## src/rtl/alu_unit.sv

```systemverilog
// -----------------------------------------------------------------------------
// alu_unit
// Registered integer ALU for the execute stage. Operands are unsigned and
// WIDTH+1 bits wide. The result and flags appear one clock after the operands
// are presented.
//
// Ports:
//   clk     in   1        system clock, rising edge
//   rst     in   1        asynchronous active-high reset
//   a       in   WIDTH+1  operand A (unsigned)
//   b       in   WIDTH+1  operand B (unsigned)
//   opCode  in   2        00 add, 01 multiply, 10 divide, 11 subtract
//   ci      in   1        carry-in (add) / borrow-in (subtract)
//   out     out  WIDTH+1  registered result
//   cero    out  1        registered zero flag (out == 0)
//   cout    out  1        registered carry / borrow / overflow / div-by-zero
// -----------------------------------------------------------------------------
module alu_unit #(
  parameter int WIDTH = 23
) (
  input  logic             clk,
  input  logic             rst,
  input  logic [WIDTH:0]   a,
  input  logic [WIDTH:0]   b,
  input  logic [1:0]       opCode,
  input  logic             ci,
  output logic [WIDTH:0]   out,
  output logic             cero,
  output logic             cout
);

  localparam int DW = WIDTH + 1;
  localparam logic [DW-1:0] ZERO = {DW{1'b0}};
  localparam logic [DW-1:0] ONES = {DW{1'b1}};

  // Restoring shift-subtract divider, fully unrolled into combinational logic.
  // The partial remainder carries one extra bit so the compare never overflows.
  function automatic logic [DW-1:0] div_restoring(input logic [DW-1:0] n,
                                                   input logic [DW-1:0] d);
    logic [DW:0]   rem;
    logic [DW-1:0] q;
    rem = {(DW+1){1'b0}};
    q   = ZERO;
    for (int i = DW - 1; i >= 0; i--) begin
      rem = {rem[DW-1:0], n[i]};
      if (rem >= {1'b0, d}) begin
        rem  = rem - {1'b0, d};
        q[i] = 1'b1;
      end else begin
        q[i] = 1'b0;
      end
    end
    return q;
  endfunction

  logic [DW:0]     sum_s;
  logic [DW:0]     diff_s;
  logic [2*DW-1:0] prod_s;
  logic [DW-1:0]   quot_s;
  logic [DW-1:0]   next_out_s;
  logic            next_cout_s;

  // One extra bit on sum/difference captures carry-out and borrow directly.
  assign sum_s  = {1'b0, a} + {1'b0, b} + {{DW{1'b0}}, ci};
  assign diff_s = {1'b0, a} - {1'b0, b} - {{DW{1'b0}}, ci};
  assign prod_s = {{DW{1'b0}}, a} * {{DW{1'b0}}, b};
  assign quot_s = div_restoring(a, b);

  // Select next result and flag from the opcode.
  always_comb begin
    next_out_s  = ZERO;
    next_cout_s = 1'b0;
    case (opCode)
      2'b00: begin
        next_out_s  = sum_s[DW-1:0];
        next_cout_s = sum_s[DW];
      end
      2'b01: begin
        next_out_s  = prod_s[DW-1:0];
        next_cout_s = |prod_s[2*DW-1:DW];
      end
      2'b10: begin
        if (b == ZERO) begin
          next_out_s  = ONES;
          next_cout_s = 1'b1;
        end else begin
          next_out_s  = quot_s;
          next_cout_s = 1'b0;
        end
      end
      2'b11: begin
        // Borrow shows up as the sign bit of the widened difference.
        next_out_s  = diff_s[DW-1:0];
        next_cout_s = diff_s[DW];
      end
      default: begin
        next_out_s  = ZERO;
        next_cout_s = 1'b0;
      end
    endcase
  end

  // Output registers; reset forces a zero result with the zero flag set.
  always_ff @(posedge clk or posedge rst) begin
    if (rst) begin
      out  <= ZERO;
      cero <= 1'b1;
      cout <= 1'b0;
    end else begin
      out  <= next_out_s;
      cero <= (next_out_s == ZERO);
      cout <= next_cout_s;
    end
  end

endmodule

```

## config.mk

```make
export PLATFORM = sky130hd
export DESIGN_NAME = alu_unit
export DESIGN_NICKNAME = d
export VERILOG_FILES = /design/src/rtl/alu_unit.sv
export SDC_FILE = /design/constraint.sdc
export NUM_CORES = 2
export LEC_CHECK = 0
export CAP_MARGIN = 5
export CORE_UTILIZATION = 40
export CTS_BUF_LIST = sky130_fd_sc_hd__clkbuf_16
export CTS_CLUSTER_SIZE = 16
export DETAILED_ROUTE_END_ITERATION = 16
export GPL_TIMING_DRIVEN = 1
export SETUP_SLACK_MARGIN = 0.3
export SLEW_MARGIN = 10
export SYNTH_ARGS = -nofsm -noshare
export SYNTH_HDL_FRONTEND = slang
export SYNTH_SLANG_ARGS = --single-unit
```

## constraint.sdc

```tcl
create_clock -name clk -period 0.9 [get_ports clk]
set_input_delay 0.18 -clock clk [delete_from_list [all_inputs] [get_ports clk]]
set_output_delay 0.18 -clock clk [all_outputs]
set_load 0.05 [all_outputs]
```

==> Yosys cells after proc, flatten, opt, wreduce, memory -nomap -nowiden <==
Cells that the tools add are included.
{ "totals": {"regBits": 26, "latchBits": 0, "ramBits": 0, "rom_bits": 0, "inputBits": 53, "n_memories": 0} }
{ "classes": {"add_sub_neg": 27, "mul": 1, "div_mod_pow": 0, "magnitude_cmp": 24, "eq_ne": 3, "n_shift": 0, "mux": 51, "bitwise": 0, "reduce_logical": 4} }
{ "op_table": {"columns": ["cell", "n"], "rows": [
  ["$mux 24", 24],
  ["$ge 25x24->1", 23],
  ["$sub 24x24->24", 22],
  ["$pmux 24 s4", 1],
  ["$logic_not 24->1", 2],
  ["$mul 24x24->48", 1],
  ["$add 24x24->25", 1],
  ["$add 25x1->25", 1],
  ["$mux 1", 25],
  ["$sub 24x24->25", 1],
  ["$sub 25x1->25", 1],
  ["$ge 1x24->1", 1],
  ["$reduce_or 24->1", 1],
  ["$sub 1x24->24", 1],
  ["$eq 2x2->1 const B", 2],
  ["$pmux 1 s4", 1],
  ["$eq 2x1->1 const B", 1],
  ["$logic_not 2->1", 1]
]} }

==> Longest topological paths before layout <==
{ "depth": {"depth_word": 51, "depth_mapped": 497, "mapped_depth_nobuf": 462} }

==> Worst setup path before layout <==
No wires, ideal clock.
{ "synth_timing": {"path_kind": "in2reg", "start": "input port b[1]", "end": "register cero", "setup_time_ns": 0.096, "arrival_time_ns": 90.319, "required_time_ns": 0.804, "setup_slack_ns": -89.516, "stages": 476, "path_cell_list": "inv_1 > ha_1 > a21oi_1 > clkbuf_1 > nor4_1 > ha_1 > clkbuf_1 > a21o_1 > a31o_2 > a21oi_1 > o21a_1 > o211a_1 > clkbuf_1 > clkbuf_1 > nand2_1 > nand2_1 > ha_1 > o21a_1 > [... 440 more ...] > a21oi_1 > nor2b_1 > o21ai_0 > nand2b_1 > a21oi_1 > o21ai_0 > a221oi_1 > o21ai_0 > a21oi_1 > nor2b_1 > o21ai_0 > nand3_1 > nor2_1 > a21oi_1 > o22ai_1 > a21oi_1 > or4b_2 > nor4_1"} }
{ "synth_between": {"elab_chain_cells": 51, "word_cells_on_any_way": 103} }
{ "synth_rtl": {"columns": ["item", "line", "rtl"], "rows": [
  ["start, declared", "24", "input logic [WIDTH:0] b,"],
  ["$sub 1x24->24 / $ge 1x24->1 (equally long branches)", "47, 46", null],
  ["$mux 24", "46", "if (rem >= {1'b0, d}) begin"],
  ["$sub 24x24->24 / $ge 25x24->1 (equally long branches)", "47, 46", null],
  ["$mux 24", "46", null],
  ["$sub 24x24->24 / $ge 25x24->1 (equally long branches)", "47, 46", null],
  ["$mux 24", "46", null],
  ["$sub 24x24->24 / $ge 25x24->1 (equally long branches)", "47, 46", null],
  ["$mux 24", "46", null],
  ["[... 35 more ...]", null, null],
  ["$mux 24", "46", null],
  ["$sub 24x24->24 / $ge 25x24->1 (equally long branches)", "47, 46", null],
  ["$mux 24", "46", null],
  ["$ge 25x24->1", "46", null],
  ["$mux 1", "46", null],
  ["$mux 24", "83", "if (b == ZERO) begin"],
  ["$pmux 24 s4 (*)", "73", "case (opCode)"],
  ["$logic_not 24->1 (*)", "111", "cero <= (next_out_s == ZERO);"],
  ["end signal, assigned", "111", null],
  ["end, declared", "28", "output logic cero,"]
]} }
Mark *: on every way between the ends. The rest lies on a longest branch, timed or not.

==> Final worst setup path <==
{ "layout_timing": {"start": "input port b[5]", "end": "register cero"} }
{ "layout_between": {"elab_chain_cells": 51, "word_cells_on_any_way": 103} }
{ "layout_rtl": {"columns": ["item", "line"], "rows": [
  ["$sub 1x24->24 / $ge 1x24->1 (equally long branches)", "47, 46"],
  ["$mux 24", "46"],
  ["$sub 24x24->24 / $ge 25x24->1 (equally long branches)", "47, 46"],
  ["$mux 24", "46"],
  ["$sub 24x24->24 / $ge 25x24->1 (equally long branches)", "47, 46"],
  ["$mux 24", "46"],
  ["$sub 24x24->24 / $ge 25x24->1 (equally long branches)", "47, 46"],
  ["$mux 24", "46"],
  ["[... 35 more ...]", null],
  ["$mux 24", "46"],
  ["$sub 24x24->24 / $ge 25x24->1 (equally long branches)", "47, 46"],
  ["$mux 24", "46"],
  ["$ge 25x24->1", "46"],
  ["$mux 1", "46"],
  ["$mux 24", "83"],
  ["$pmux 24 s4 (*)", "73"],
  ["$logic_not 24->1 (*)", "111"]
]} }
Marks and branches as above.

==> metrics.cfg <==
[synthesis]
synth.avg_cell_area_um2 = 7.61
post_synth_instance_area_um2 = 53100
synthDistinctLibCells = 102
net_count_of_the_mapped_netlist = 8357
ys_dominant_reg_cell = sky130_fd_sc_hd__dfrtp_1
sequential_area_share_after_synthesis = 0.0123
netlist_top_cells_area = sky130_fd_sc_hd__ha_1 (19%), sky130_fd_sc_hd__fa_1 (19%), sky130_fd_sc_hd__inv_1 (6.6%)
netlist.top_cell.by_area = sky130_fd_sc_hd__ha_1
syn-instance-count = 6976
yosysMostFrequentCell = sky130_fd_sc_hd__inv_1
ys_async_sr_fraction = 1.00
synthesis.yosys.warnings = 0
synth_edf_count = 0
synth_commonest_cells = sky130_fd_sc_hd__inv_1 (932), sky130_fd_sc_hd__ha_1 (820), sky130_fd_sc_hd__nor2_1 (787)
yosys_top_cell_area_share = 0.193
synth-seq-cells = 26

[timing]
fin_worst_hold_slack_ns = 0.220
post_route_fraction_of_the_period_consumed_by_the_critical_path = 84.4
setup_violations = 52
layout_min_cycle_time_ns = 75.99
timing.slew.headroom = 0.258
number_of_slew_limit_violations_in_the_final_report = 0
rsz_0062_raised_after_global_routing = true
post-route-worst-setup-slack_ns = -75.09
transition_time_of_the_tightest_slew_check_pin_ns = 1.10
hold_violations = 0
max_freq_mhz = 13.2

[global_routing]
overflow = 0
grt_max_degree = 32
track_usage = 0.344
grt_pass1_vias = 63105
initial_antenna_violation_count = 7
wire_length_of_the_first_global_routing_pass_um = 362000

[worst_setup_path]
crit_path_end_kind = flop
critical-path-max-stage-delay_ns = 0.53
crit_top_cell = sky130_fd_sc_hd__buf_4
critical_path_required_ns = 1.14
cp-start-kind = input pin
worst_setup_path_startpoint = b[5]
timing.critical_path.arrival_ns = 76.22
timing.critical_path.fanout_max = 8
crit_type = in2reg
crit_slowest_cell = sky130_fd_sc_hd__or4_4

[place]
numPortBuffers = 78
gpl.final_weighted_congestion = 0.979
detailed_place_hpwl_um = 184000
placed_cells = 10756
post-place-ws_ns = -77.91
detailed_place.area_um2 = 73000

[hold_path]
worstHoldPathType = in2async

[finish]
num-fill-cells = 11434
nNetsFinal = 10950
final_cell_count_no_fill = 11330
final_layout_size_suffix_gt1_frac = 0.391
finish.instance_area_um2 = 81000
areaGrowthSynthToFinish_pct = 52.7

[clocking]
cts_hold_repair.buffers = 0
cts_buffer_depth = 2
clock_sink_count = 26
clk_transition_reported_paths_ns = 0.11
ctsHtreeMaxLevel = 1
cts_buffers = 3
cts_tree = done
cts_root_buffer = sky130_fd_sc_hd__clkbuf_16

[run_status]
run_status = finished, violations left
failed_checks = negative setup slack

[floorplanning]
fp.dieH_um = 366
io_pins = 79
initial_core_util = 0.404
die_width_um = 366
placementRows = 133
core_um2 = 131000
fp.dieArea_um2 = 134000

[run]
maxCapViolCount = 0

[power]
share_clk_of_total_power = 0.005
p_sw_frac = 0.487
share_seq_of_total_power = 0.010
total_power_w = 0.271
p_leak_nw = 41.2
power.share.combinational = 0.985
vdd.ir_drop.worst_mv = 12.8
internal_power_w = 0.139
p_per_area_nw_per_um2 = 3350
p_switching_w = 0.132

[route]
vias = 63137
drt_first_iter_violations = 5145
post_drt_via_cell_ratio = 5.57
routed_wirelength_um = 242000
dr.pass1.iters = 6
drc = 0
drtAntennaViolNets = 0
wl_per_cell_um = 21.3

==> layout by cell type, fill, tap and decap left out, drive strengths merged, types with 28 or more instances in the layout <==
cell	count
nor4	47
a21boi	109
o21a	94
xor2	100
or3	38
nor3	108
o211ai	28
nand4	115
ha	820
inv	940
a211oi	43
o21bai	72
a21o	180
buf	2748
and3	34
nand3	88
nand2	560
nand2b	50
a21oi	471
mux2i	70
o21ai	439
a31oi	41
nor2	788
fa	508
xnor2	304
nor2b	64
mux2	303
==> area by class of cell <==
cell class	instances	area (um2)	share of cell area
clock buffer	3	75.1	0.000927
inverter	951	3580	0.0442
multi-input combinational	5800	52200	0.645
tap	1755	2200	0.0271
antenna	7	17.5	0.000216
sequential	26	683	0.00843
timing repair buffer	2787	22200	0.274
clock inverter	1	3.75	0.0000463
==> stage by stage <==
step           setup TNS, ns   util
3_5_place_dp         -951.98  0.555
4_1_cts              -887.42  0.596
2_1_floorplan        -909.02      -
3_3_place_gp         -932.59  0.555
5_1_grt              -943.50  0.616
6_report             -904.86  0.616
==> repair_timing <==
item                                    in CTS  in global routing
pin swaps                                  266                436
buffers inserted                           437                120
resized for setup                          447                418
cloned                                       6                  0
endpoints found under the setup margin      52                 52
==> flip-flops by register name (all words and copies together) (netlist names) <==
signal and flops:
out 24, cero 1, cout 1
==> logic make-up (layout without fill, tap and decap cells) <==
family	count (synthesis)	in the layout	share of synthesized area
DFF	26	26	0.0123
buffers and inverters	1152	3742	0.0826
muxes	374	374	0.0791
xor gates and xnor gates	404	404	0.0667
AOI/OAI and AO/OA	1712	1713	0.206
adders and majority gates	1328	1328	0.385
and+or+nand+nor	1980	1981	0.168
other	0	7	0
==> worst max path at each step <==
| stage | to | depth (start not counted) |
|---|---|---|
| CTS | cero$_DFF_PP1_ | 464 |
| global placement | cero$_DFF_PP1_ | 448 |
| finish | cero$_DFF_PP1_ | 495 |
| global route | cero$_DFF_PP1_ | 461 |
| floorplan | cero$_DFF_PP1_ | 477 |
| detailed placement | cero$_DFF_PP1_ | 450 |
==> routing by layer <==
| layer | GRT usage | routed length (um) | vias up |
|---|---|---|---|
| li1 | - | - | 29236 |
| met1 | 0.445 | 98700 | 30477 |
| met2 | 0.552 | 108000 | 2750 |
| met3 | 0.0646 | 21600 | 672 |
| met4 | 0.164 | 13700 | 2 |
| met5 | 0 | 13 | - |
==> critical path: cells and delay by family <==
kind | cells | cell delay, ns
AO/OA/AOI/OAI | 235 | 37.57
buffers and inverters | 158 | 19.63
AND/OR/NAND/NOR | 64 | 9.20
adder cells (fa/ha/maj) | 22 | 5.44
multiplexers | 16 | 4.15
==> power by group through the flow <==
stage	clock network, W	registers [W]	logic, W
3_5_place_dp	0	0.00275	0.234
6_report	0.00122	0.00284	0.267
5_1_grt	0.00122	0.00282	0.283
4_1_cts	0.00120	0.00277	0.248
3_3_place_gp	0	0.00278	0.230
2_1_floorplan	0	0.00385	0.149
Note: power is estimated with default switching activity, not from simulation.
